[src/rtl/fifo_read_drain.sv]
// FIFO read-side drain: pulls words from a FIFO with r_en and streams them out
// on a valid/ready interface through a 2-entry skid buffer, with underflow halt.
module fifo_read_drain #(
  parameter int DATA_WIDTH = 8
) (
  input  logic                  rclk,
  input  logic                  rrst,
  input  logic                  enable,
  input  logic                  empty,
  input  logic [DATA_WIDTH-1:0] data_out,
  input  logic                  read_error,
  output logic                  r_en,
  output logic [DATA_WIDTH-1:0] m_data,
  output logic                  m_valid,
  input  logic                  m_ready,
  output logic [15:0]           rd_count,
  output logic                  halted,
  input  logic                  clear_err
);

  typedef enum logic [1:0] {
    IDLE,
    ACTIVE,
    HALT
  } state_t;

  state_t                state;
  state_t                state_next;
  logic [1:0]            occ;
  logic                  inflight;
  logic [DATA_WIDTH-1:0] head;
  logic [DATA_WIDTH-1:0] tail;
  logic                  pop;
  logic [2:0]            pending;

  always_ff @(posedge rclk) begin
    if (rrst) begin
      state  <= IDLE;
      halted <= 1'b0;
    end else begin
      state  <= state_next;
      halted <= (state_next == HALT);
    end
  end

  always_comb begin
    state_next = state;
    if (read_error) begin
      state_next = HALT;
    end else begin
      case (state)
        IDLE:    if (enable)    state_next = ACTIVE;
        ACTIVE:  if (!enable)   state_next = IDLE;
        HALT:    if (clear_err) state_next = IDLE;
        default:                state_next = IDLE;
      endcase
    end
  end

  // A read is only issued when its word is guaranteed a free slot after this
  // cycle's pop, so the buffer can never be pushed while full.
  always_comb begin
    m_valid = (occ != 2'd0);
    m_data  = head;
    pop     = m_valid & m_ready;
    pending = {1'b0, occ} + {2'b00, inflight} - {2'b00, pop};
    r_en    = ~rrst & (state == ACTIVE) & ~empty & (pending < 3'd2);
  end

  always_ff @(posedge rclk) begin
    if (rrst) begin
      inflight <= 1'b0;
      occ      <= '0;
      head     <= '0;
      tail     <= '0;
      rd_count <= '0;
    end else begin
      inflight <= r_en;
      if (pop) begin
        rd_count <= rd_count + 16'd1;
      end
      case ({inflight, pop})
        2'b10: begin
          if (occ == 2'd0) begin
            head <= data_out;
          end else begin
            tail <= data_out;
          end
          occ <= occ + 2'd1;
        end
        2'b01: begin
          head <= tail;
          occ  <= occ - 2'd1;
        end
        2'b11: begin
          if (occ == 2'd1) begin
            head <= data_out;
          end else begin
            head <= tail;
            tail <= data_out;
          end
        end
        default: ;
      endcase
    end
  end

endmodule
[config.mk]
export PLATFORM = sky130hd
export DESIGN_NAME = fifo_read_drain
export DESIGN_NICKNAME = d
export VERILOG_FILES = /design/src/rtl/fifo_read_drain.sv
export SDC_FILE = /design/constraint.sdc
export NUM_CORES = 1
export LEC_CHECK = 0
export BUFFER_PORTS_ARGS = -buffer_cell sky130_fd_sc_hd__buf_2
export CORE_MARGIN = 5
export CORE_UTILIZATION = 45
export DETAILED_ROUTE_END_ITERATION = 12
export PLACE_DENSITY = 0.67
export SKIP_LAST_GASP = 1
export SLEW_MARGIN = 5
export SYNTH_ARGS = -nofsm -noshare
export SYNTH_HDL_FRONTEND = slang
export SYNTH_SLANG_ARGS = --single-unit
[constraint.sdc]
create_clock -name rclk -period 2.8 [get_ports rclk]
set_clock_uncertainty 0.05 [all_clocks]
set_input_delay 0.14 -clock rclk [delete_from_list [all_inputs] [get_ports rclk]]
set_output_delay 0.14 -clock rclk [all_outputs]
set_load 0.005 [all_outputs]
### Word level (Yosys, flattened, before mapping)

Index checks and enable logic that the tools add are counted.

* bits in registers: 38
* input bits: 15
* output and inout port bits: 27
* logic and storage cells: 49

* $add $sub $neg: 5
* magnitude comparators: 1
* equal/unequal tests: 10
* muxes and demuxes: 12
* bitwise logic cells: 6
* reduce and logical (&&, ||, !) cells: 8

Operator list (count)
* 8-bit 2-to-1 mux: 4
* 8-bit one-hot mux with 3 select lines: 1
* 16-bit by 1-bit adder with 16-bit output, second input constant: 1
* 8-bit one-hot mux with 2 select lines: 1
* 2-bit equality test, second input constant: 4
* 2-bit 2-to-1 mux: 4
* 2-bit by 1-bit equality test with 1-bit output, second input constant: 3
* 2-bit != test, second input constant: 3
* 2-bit one-hot mux with 3 select lines: 1
* 2-bit nonzero test: 3
* 1-bit bitwise AND: 4
* 2-bit zero test: 2
* 2-bit one-hot mux with 2 select lines: 1
* 2-bit by 1-bit adder with 3-bit output: 1
* 3-bit by 2-bit < comparator with 1-bit output, second input constant: 1
* 3-bit AND reduction: 1
* 3-bit nonzero test: 1
* 3-bit by 1-bit subtractor with 3-bit output: 1
* 2-bit by 1-bit adder with 2-bit output, second input constant: 1
* 1-bit NOT: 2
* 2-bit AND reduction: 1
* 2-bit by 1-bit subtractor with 2-bit output, second input constant: 1

### Depth between registers and ports, before layout

Gate-level depths: netlist of the first run.

* depth after elaboration: 5
* mapped depth: 10
* mapped depth without buffers: 9

### Least setup slack after synthesis of the first run

No wires, ideal clock.

* path kind: reg2out
* start: register occ[1]
* end: output r_en
* arrival: 2.505 ns
* data required time: 2.610 ns
* slack: 0.105 ns
* stages on the path, launching flop included: 11
* buffers on the path: 1
* path through: dfxtp_1 > inv_1 > ha_1 > nor2b_1 > buf_4 > inv_1 > ha_1 > nand2b_1 > fa_1 > xor2_1 > nor4_1

* word-level cells in the longest chain between the ends: 5
* elaborated cells between the ends (all ways): 6
* classes of those cells: 2 x add/sub; 1 x order compare; 2 x bitwise; 1 x reduce/logical

RTL lines
* start, declared: line 29 `logic [1:0] occ;`
* start signal, assigned: line 89 `occ <= occ + 2'd1;`
* start signal, assigned: line 93 `occ <= occ - 2'd1;`
* branches (longest 2 deep; another with 2-bit by 1-bit adder with 3-bit output)
* 3-bit by 1-bit subtractor with 3-bit output *: line 66 `pending = {1'b0, occ} + {2'b00, inflight} - {2'b00, pop};`
* 3-bit by 2-bit < comparator with 1-bit output *: line 67 `r_en = ~rrst & (state == ACTIVE) & ~empty & (pending < 3'd2);`
* 1-bit bitwise AND *: line 67
* end, declared: line 12 `output logic r_en,`

Every way passes the cells marked *.

### Worst setup path after layout of the first run

Same ends and word-level chain as after synthesis.

==> flow_metrics.py, run 1 <==
metrics = {
    "yosys": {
        "synth_top_family_by_area": "simple AND/OR/NAND/NOR gates",
        "yosysSeqAreaShare": 0.4471,
        "syn-cell-area_um2": 1702,
        "async_reset_ff_frac": 0,
        "synth-seq-cells": 38,
        "syn_avg_cell_area_um2": 9.198,
        "syn_inst": 185,
        "synth_compound_area_frac": 0.07941,
        "synth-xor-area-share": 0.07206,
        "ys.warnings.count": 0,
        "synth.distinct_cells": 37,
        "yosys_most_used_dff": "dfxtp_1",
        "synth_mux_area_frac": 0.06618,
        "synth_fa_ha_area_frac": 0.04118,
        "synth_edf_count": 0,
        "syn_nets": 205,
        "synth_simple_gate_area_frac": 0.2551,
    },
    "sta": {
        "timing.max_slew.rel_slack": 0.5244,
        "hold_viol_final": 0,
        "tns_ps": 0,
        "setup_viol": 0,
        "slew_violations": 0,
        "fmax_mhz": 378.9,
        "period_share": 0.9427,
        "tightest_slew_ps": 713.3,
        "finalWorstSetupSlack_ps": 160.6,
        "fin_crit_ps": 2639,
    },
    "detailed_routing": {
        "vias_per_cell": 5.312,
        "first_pass_iters": 4,
        "drc": 0,
        "drt_iter0_markers": 58,
        "routed_wl_um": 3594,
        "wl_per_cell_um": 13.02,
        "drtAntennaViolNets": 0,
        "vias": 1466,
    },
    "die": {
        "die_height_um": 71.50,
        "dieArea_um2": 5112,
        "start_util": 0.4648,
        "io_pins": 42,
        "rows": 22,
        "die_w_um": 71.50,
        "fp.coreArea_um2": 3661,
    },
    "power": {
        "ir_worst_vdd_mv": 0.4850,
        "power_density_nw_per_um2": 719.7,
        "total_power_mw": 1.482,
        "leakage_nw": 0.8359,
    },
    "grt": {
        "grt_pass1_wl_um": 6127,
        "grt_pass1_vias": 1349,
        "antenna_found_initial": 0,
        "grt_max_degree": 42,
        "grt_overflow": 0,
        "grtUsageTotal": 0.1476,
    },
    "placed_design": {
        "routabilityCongestion": 0.7215,
        "dp_hpwl_um": 2492,
        "portBuffers": 41,
        "pre_cts_slack_ps": 214.2,
        "dp.cells": 269,
    },
    "cells_and_area": {
        "final_common_cell": "buf_2",
        "final_cell_mix": "buf_2, nor2_1, dfxtp_1, nand2_1, nand3_1",
        "multiInputGateArea_um2": 908.4,
        "register_area_um2": 763.2,
        "area_delta_synth_final_pct": 21.03,
        "final_util": 0.5625,
        "fin_cells": 276,
        "num_antenna_cells": 0,
        "final_nets": 249,
        "final.fill_count": 343,
        "drive_above_1_share": 0.2719,
    },
    "worst_hold_path": {
        "hold_class": "input port to register",
        "holdPathStages": 3,
        "holdPathEnd": "tail[1]$_SDFFE_PP0P_",
        "hold_start": "data_out[1]",
    },
    "clocking": {
        "cts_inserted_buffers": 5,
        "ctsHtreeMaxLevel": 2,
        "post_cts_buffers": 0,
        "cts_tree": "built",
        "cts_root_buffer": "clkbuf_8",
        "clk_latency_ps": 280,
        "clock_sinks": 38,
        "path_clk_slew_ps": 70,
        "ctsLongestPathBuffers": 2,
    },
    "setup_path": {
        "rrSetupSlack_ps": 580,
        "crit_path_end_kind": "output pin",
        "r2r_cells": 9,
        "crit_required_ps": 2610,
        "worstSetupStartpointType": "register",
        "rr_endpoint": "inflight$_SDFF_PP0_",
        "crit_arrival_ps": 2450,
        "crit_start": "occ[1]$_SDFFE_PP0N_",
        "path_class": "register to output pin",
        "r2r-start": "occ[1]$_SDFFE_PP0N_",
        "cp_max_fo": 7,
    },
    "flow_run": {
        "maxCapViolCount": 0,
    },
    "outcome": {
        "status": "finished clean",
    },
}
[where the power goes]
part | internal, mW | switching [mW] | total, mW | leakage (nW)
clock | 0.190 | 0.175 | 0.365 | 0.0431
sequential | 0.611 | 0.0499 | 0.661 | 0.308
combinational | 0.209 | 0.247 | 0.456 | 0.484
[worst max-delay path by stage]
| stage | slack, ps | cells past startpoint | end |
|---|---|---|---|
| 3_5_place_dp | 210 | 10 | r_en |
| 5_1_grt | -10 | 10 | r_en |
| 4_1_cts | 20 | 10 | r_en |
| 2_1_floorplan | 110 | 10 | r_en |
| 6_report | 160 | 10 | r_en |
| 3_3_place_gp | 300 | 10 | r_en |
[area by class of cell]
class	instances	area share
Multi-Input combinational cell	135	0.4411
Sequential cell	38	0.3706
Timing Repair Buffer	43	0.1081
Clock buffer	6	0.04010
Tap cell	48	0.02916
Inverter	6	0.01094
[metrics by stage]
step	cell area, µm²	hold WS (ps)
3_3_place_gp	1931	275.8
2_1_floorplan	1702	169.3
3_5_place_dp	1931	278.2
4_1_cts	2028	52.13
5_1_grt	2059	57.05
6_report	2059	52.75
[logic make-up (layout without fill, tap and decap cells)]
logic type,Yosys count,count (layout)
xor gates and xnor gates,14,14
AOI/OAI and AO/OA,17,17
muxes,11,11
buffers and inverters,12,55
DFF,38,38
and+or+nand+nor,88,88
adders and majority gates,5,5
[timing repair]
action / CTS / global route
hold endpoints to repair: 1 / 0
setup endpoints to repair: 1 / 1
pin swaps: 0 / 1
hold buffers: 1 / 0
gates resized for setup: 3 / 4
[state kept, by name (all words and copies together), names as in the netlist]
| register | flops |
|---|---|
| inflight | 1 |
| rd_count | 16 |
| halted | 1 |
| state | 2 |
| tail | 8 |
| occ | 2 |
| m_data | 8 |
[worst max-delay path, cell delays in order (launching register included)]
cell,delay [ps]
dfxtp_2,360
inv_1,90
ha_4,200
nor2b_2,130
inv_1,70
ha_4,230
nand2b_1,150
fa_1,480
nand3b_1,110
nor4_2,210
buf_2,150
[cell usage after synthesis (all sizes together), types with 3 or more instances]
cell	number	area (µm²)
dfxtp	38	760.7
nand3	12	65.06
buf	3	22.52
a21oi	4	23.77
xor2	8	70.07
xnor2	6	52.55
a311oi	8	70.07
nor4	5	31.28
mux2i	9	90.09
nor2b	3	18.77
ha	4	50.05
nand2	14	52.55
clkbuf	3	21.27
inv	6	22.52
nor3	3	15.01
nor2	36	135.1
nand4	5	37.53
[metal layers]
metal / part of all wire / wire length [µm] / global-route usage / vias up
li1: - / - / - / 735
met1: 0.45 / 1634 / 0.1788 / 686
met2: 0.47 / 1685 / 0.2480 / 38
met3: 0.066 / 237 / 0.05330 / 7
met4: 0.011 / 38 / 0.03758 / 0
met5: 0 / 0 / 0 / -
(Power assumes the default switching activity.)
==> inputs of run 2 (changes only) <==
GPL_TIMING_DRIVEN = 0   (was unset)
clock period = 2.45 ns   (was 2.8 ns; I/O delays follow)
==> run 2 against run 1 <==
Net effect:
- the flow now finishes with violations (setup timing)
- setup slack worse by 200 ps
- sequential cell count unchanged
- clock power up 23%
- sequential share of layout area down 2.5 points
- count of clock-buffer cells in the layout up 1
- critical path depth unchanged
- first-iteration DRC count up 3.4%
- combinational power up 51%
- largest cell class unchanged
- wire length up 14%
==> flow_metrics.py, run 2 (synthesis gave the netlist of run 1 again) <==
metrics = {
    "outcome": {
        "status": "finished, violations left",
        "violations": "setup timing",
    },
    "power": {
        "total_power_mw": 1.884,
        "p_switching_mw": 0.6271,
        "power_frac_comb": 0.366,
        "ir_worst_vdd_mv": 0.5408,
        "sw_frac_of_total": 0.3329,
        "p_clk_frac": 0.238,
        "power_density_nw_per_um2": 852.5,
        "leakage_nw": 0.9198,
        "intPower_mw": 1.257,
        "seq_power_share": 0.396,
    },
    "grt": {
        "grt_pass1_vias": 1505,
        "grt_use_met1": 0.2033,
        "grt_pass1_wl_um": 6865,
        "antenna_found_initial": 0,
        "grt_max_degree": 12,
        "grtUsageTotal": 0.1684,
        "grt_util_met2": 0.2776,
        "grt.met3_usage": 0.04769,
        "grt_overflow": 0,
        "busiest_layer": "met2",
    },
    "sta": {
        "rsz0062_at_grt": "true",
        "tightest_slew_ps": 621.4,
        "period_share": 1.014,
        "hold_slack_ps": 28.12,
        "fin_crit_ps": 2485,
        "setup_viol": 1,
        "slew_violations": 0,
        "timing.max_slew.rel_slack": 0.5857,
        "fmax_mhz": 402.4,
        "hold_viol_final": 0,
        "finalWorstSetupSlack_ps": -34.92,
    },
    "placed_design": {
        "dp_hpwl_um": 2754,
        "portBuffers": 41,
        "place_area_um2": 1997,
        "pre_cts_slack_ps": -272.0,
        "routabilityCongestion": 0.7478,
    },
    "die": {
        "die_w_um": 71.50,
        "io_pins": 42,
        "dieArea_um2": 5112,
        "die_height_um": 71.50,
        "fp.coreArea_um2": 3661,
        "start_util": 0.4648,
        "rows": 22,
    },
    "setup_path": {
        "path_class": "register to output pin",
        "crit_required_ps": 2280,
        "crit_arrival_ps": 2310,
        "crit_path_end_kind": "output pin",
        "critPathMaxStageDelay_ps": 360,
        "path_delay_family": "adder cells",
        "crit_buf_inv": 3,
        "cp_cell_sequence": "inv_2 > ha_4 > nor2b_4 > inv_2 > ha_4 > nand2b_4 > fa_2 > xor2_1 > nor4_2 > buf_2",
        "cp_max_fo": 3,
        "rr_endpoint": "inflight$_SDFF_PP0_",
        "cpMaxStageDelayCell": "xor2_1",
        "rrSetupSlack_ps": 110,
        "r2r-start": "occ[1]$_SDFFE_PP0N_",
        "r2r_cells": 11,
        "worstSetupStartpointType": "register",
    },
    "cells_and_area": {
        "final_common_cell": "buf_2",
        "drive_above_1_share": 0.3306,
        "final_nets": 264,
        "num_antenna_cells": 0,
        "area_delta_synth_final_pct": 29.85,
        "largest_reg_flops": 16,
        "finalInstanceArea_um2": 2210,
        "final_cell_mix": "buf_2, nor2_1, dfxtp_1, nand2_1",
        "top_register": "rd_count",
    },
    "detailed_routing": {
        "routed_wl_um": 4111,
        "drtAntennaViolNets": 0,
        "drt_iter0_markers": 60,
        "first_pass_iters": 4,
        "wl_per_cell_um": 14.03,
        "drc": 0,
        "vias_per_cell": 5.106,
        "vias": 1496,
    },
    "worst_hold_path": {
        "hold_start": "data_out[5]",
        "holdPathStages": 3,
        "holdPathEnd": "tail[5]$_SDFFE_PP0P_",
        "hold_class": "input port to register",
    },
    "clocking": {
        "clock_sinks": 38,
        "cts_root_buffer": "clkbuf_8",
        "ctsLongestPathBuffers": 2,
        "ctsHtreeMaxLevel": 2,
        "path_clk_slew_ps": 70,
        "clk_latency_ps": 300,
        "cts_inserted_buffers": 5,
        "cts_tree": "built",
    },
    "flow_run": {
        "maxCapViolCount": 0,
    },
}
run 2: power groups by stage:
stage / clock (mW) / sequential [mW] / combinational (mW)
2_1_floorplan: 0 / 0.763 / 0.386
3_3_place_gp: 0 / 0.766 / 0.549
3_5_place_dp: 0 / 0.762 / 0.562
4_1_cts: 0.460 / 0.746 / 0.666
5_1_grt: 0.478 / 0.756 / 0.775
6_report: 0.448 / 0.747 / 0.689
run 2: final cells by class:
cell class	instances	area (µm²)
Tap cell	48	60.06
Sequential cell	38	763.2
Inverter	6	22.52
Fill cell	329	1451
Clock buffer	7	86.33
Clock inverter	1	5.005
Multi-Input combinational cell	135	938.4
Timing Repair Buffer	53	297.8
Buffer	5	36.28
run 2: layer usage:
| metal | up-vias | wire length [µm] |
|---|---|---|
| met5 | - | 0 |
| met4 | 0 | 65 |
| met3 | 7 | 258 |
| met2 | 40 | 1934 |
| met1 | 686 | 1852 |
| li1 | 763 | - |
run 2: how the worst max path moves through the flow:
stage                        start  endpoint  cells after the start
2_1_floorplan  occ[1]$_SDFFE_PP0N_      r_en                     10
3_3_place_gp   occ[1]$_SDFFE_PP0N_      r_en                     11
3_5_place_dp   occ[1]$_SDFFE_PP0N_      r_en                     11
4_1_cts        occ[1]$_SDFFE_PP0N_      r_en                     11
5_1_grt        occ[1]$_SDFFE_PP0N_      r_en                      8
6_report       occ[1]$_SDFFE_PP0N_      r_en                     10
run 2: what timing repair did:
| action | 4_1_cts | 5_1_grt |
|---|---|---|
| hold endpoints to repair | 1 | 0 |
| endpoints found under the setup margin | 2 | 2 |
| resized for setup | 8 | 2 |
| hold buffers | 1 | 0 |
| buffers inserted | 10 | 2 |
| pin swaps | 4 | 1 |
run 2: worst register-to-register path, delay by kind of cell, from the launching register on:
kind,cells,cell delay (ps)
flip-flops,1,330
buffers and inverters,4,390
adder cells (fa/ha/maj),3,920
AND/OR/NAND/NOR,4,570
run 2: per-stage QoR:
step,std cells,utilization,setup TNS [ps]
6_report,293,0.6036,-34.92
5_1_grt,293,0.6036,-169.3
4_1_cts,293,0.6005,-80.53
3_5_place_dp,274,0.5455,-377.1
3_3_place_gp,274,0.5455,-311.2
2_1_floorplan,185,-,0
==> inputs of run 3 (changes only) <==
CORE_ASPECT_RATIO = 1.4   (was unset)
==> run 3 against run 2 <==
Net effect:
- the run still ends with setup timing left
- worst hold slack gained 3.1 ps
- non-clock buffer count shrank 2
- critical path depth grew 1
- global-route usage grew 0.62 points
- final area shrank 1.5%
- via count grew 2.1%
- sequential power is essentially flat
- critical path type unchanged
==> flow_metrics.py, run 3 (synthesis gave the netlist of run 1 again) <==
metrics = {
    "die": {
        "io_pins": 42,
        "dieArea_um2": 5129,
        "die_w_um": 61.97,
        "start_util": 0.4670,
        "fp.coreArea_um2": 3643,
        "rows": 26,
        "die_height_um": 82.76,
    },
    "power": {
        "leakage_nw": 0.9104,
        "power_density_nw_per_um2": 852.8,
        "ir_worst_vdd_mv": 0.6238,
    },
    "placed_design": {
        "routabilityCongestion": 0.7941,
        "portBuffers": 41,
        "place_area_um2": 1989,
        "dp_hpwl_um": 2794,
        "dp.cells": 268,
    },
    "sta": {
        "rsz0062_at_grt": "true",
        "setup_viol": 1,
        "fin_crit_ps": 2584,
        "slew_violations": 0,
        "tns_ps": -134.1,
        "hold_viol_final": 0,
        "timing.max_slew.rel_slack": 0.5573,
        "fmax_mhz": 387.0,
        "tightest_slew_ps": 664.1,
        "finalWorstSetupSlack_ps": -134.1,
        "period_share": 1.055,
    },
    "clocking": {
        "cts_inserted_buffers": 5,
        "cts_root_buffer": "clkbuf_8",
        "ctsLongestPathBuffers": 2,
        "cts_tree": "built",
        "ctsHtreeMaxLevel": 2,
        "path_clk_slew_ps": 70,
        "clock_sinks": 38,
        "clk_latency_ps": 290,
    },
    "cells_and_area": {
        "final_util": 0.5972,
        "num_antenna_cells": 0,
        "top_register": "rd_count",
        "largest_reg_flops": 16,
        "final_cell_mix": "buf_2, nor2_1, dfxtp_1, nand2_1, nand3_1",
        "area_delta_synth_final_pct": 27.87,
        "finalInstanceArea_um2": 2176,
        "fin_cells": 285,
        "drive_above_1_share": 0.3210,
        "final_nets": 262,
        "final_common_cell": "buf_2",
    },
    "grt": {
        "grt_util_met2": 0.2998,
        "grt_pass1_vias": 1486,
        "grt_pass1_wl_um": 6762,
        "busiest_layer": "met2",
        "grt_max_degree": 12,
        "grt_use_met1": 0.2074,
        "grt_overflow": 0,
        "grt.met3_usage": 0.04821,
        "antenna_found_initial": 0,
        "grtUsageTotal": 0.1746,
    },
    "outcome": {
        "violations": "setup timing",
        "status": "finished, violations left",
    },
    "detailed_routing": {
        "wl_per_cell_um": 13.90,
        "first_pass_iters": 4,
        "routed_wl_um": 3962,
        "vias_per_cell": 5.361,
        "drtAntennaViolNets": 0,
        "drc": 0,
        "vias": 1528,
        "drt_iter0_markers": 30,
    },
    "worst_hold_path": {
        "hold_class": "input port to register",
    },
    "setup_path": {
        "worstSetupStartpointType": "register",
        "rrSetupSlack_ps": 190,
        "cp_max_fo": 2,
        "crit_required_ps": 2280,
        "crit_arrival_ps": 2410,
        "path_class": "register to output pin",
        "crit_path_end_kind": "output pin",
    },
    "flow_run": {
        "maxCapViolCount": 0,
    },
}
[run 3: cell count changes in the layout (fill, tap and decap cells not counted)]
cell and change:
buf_4 -3, buf_6 +1, nor4_1 +1, nor4_4 -1
[run 3: routing by layer]
metal / share of wire / routed length (µm)
met4: 0.012 / 49
met3: 0.055 / 218
met2: 0.52 / 2057
met1: 0.41 / 1636
met5: 0 / 0
[run 3: worst max-delay path: stages (launching register included)]
cell and delay [ps]:
dfxtp_2 330, inv_2 50, ha_4 160, nor2b_4 130, buf_6 110, inv_2 40, ha_4 220, nand2b_4 130
fa_2 510, nand3b_1 110, nor4_2 170, buf_2 160
[run 3: cell type report]
| cell class | instances | area [µm²] |
|---|---|---|
| fillers | 352 | 1468 |
| multi-input cells | 135 | 923.4 |
| flip-flops and latches | 38 | 763.2 |
| repair buffers | 50 | 275.3 |
| clock buffers | 7 | 86.33 |
| well taps | 42 | 52.55 |
| plain buffers | 6 | 47.55 |
| inverters | 6 | 22.52 |
| clock inverters | 1 | 5.005 |
[run 3: path summary, 6_finish.rpt]
kind                        startpoint                     end  cells after the start
setup / recovery   occ[1]$_SDFFE_PP0N_                    r_en                     11
hold / removal             data_out[1]    tail[1]$_SDFFE_PP0P_                      3
setup reg to reg   occ[1]$_SDFFE_PP0N_     inflight$_SDFF_PP0_                     11
hold reg to reg   tail[0]$_SDFFE_PP0P_  m_data[0]$_SDFFE_PP0P_                      2
[run 3: timing repair]
item / in CTS / in global routing
buffers inserted: 8 / 0
gates resized for setup: 8 / 0
hold buffers: 1 / 0
gates cloned: 0 / 0
endpoints found under the hold margin: 1 / 0
endpoints found under the setup margin: 2 / 1
pin swaps: 4 / 0
[run 3: power by group]
group / internal, mW / switching (mW)
clock network: 0.227 / 0.218
logic: 0.325 / 0.339
registers: 0.698 / 0.0493
[run 3: stage by stage]
step | power, mW | hold slack [ps] | worst slack, ps
6_report | 1.855 | 31.18 | -134.1
5_1_grt | 1.993 | 44.88 | -261.7
4_1_cts | 1.872 | 32.11 | -160.5
3_5_place_dp | 1.330 | 260.4 | -343.9
3_3_place_gp | 1.312 | 257.0 | -292.3
2_1_floorplan | 1.149 | 151.8 | 0.4536
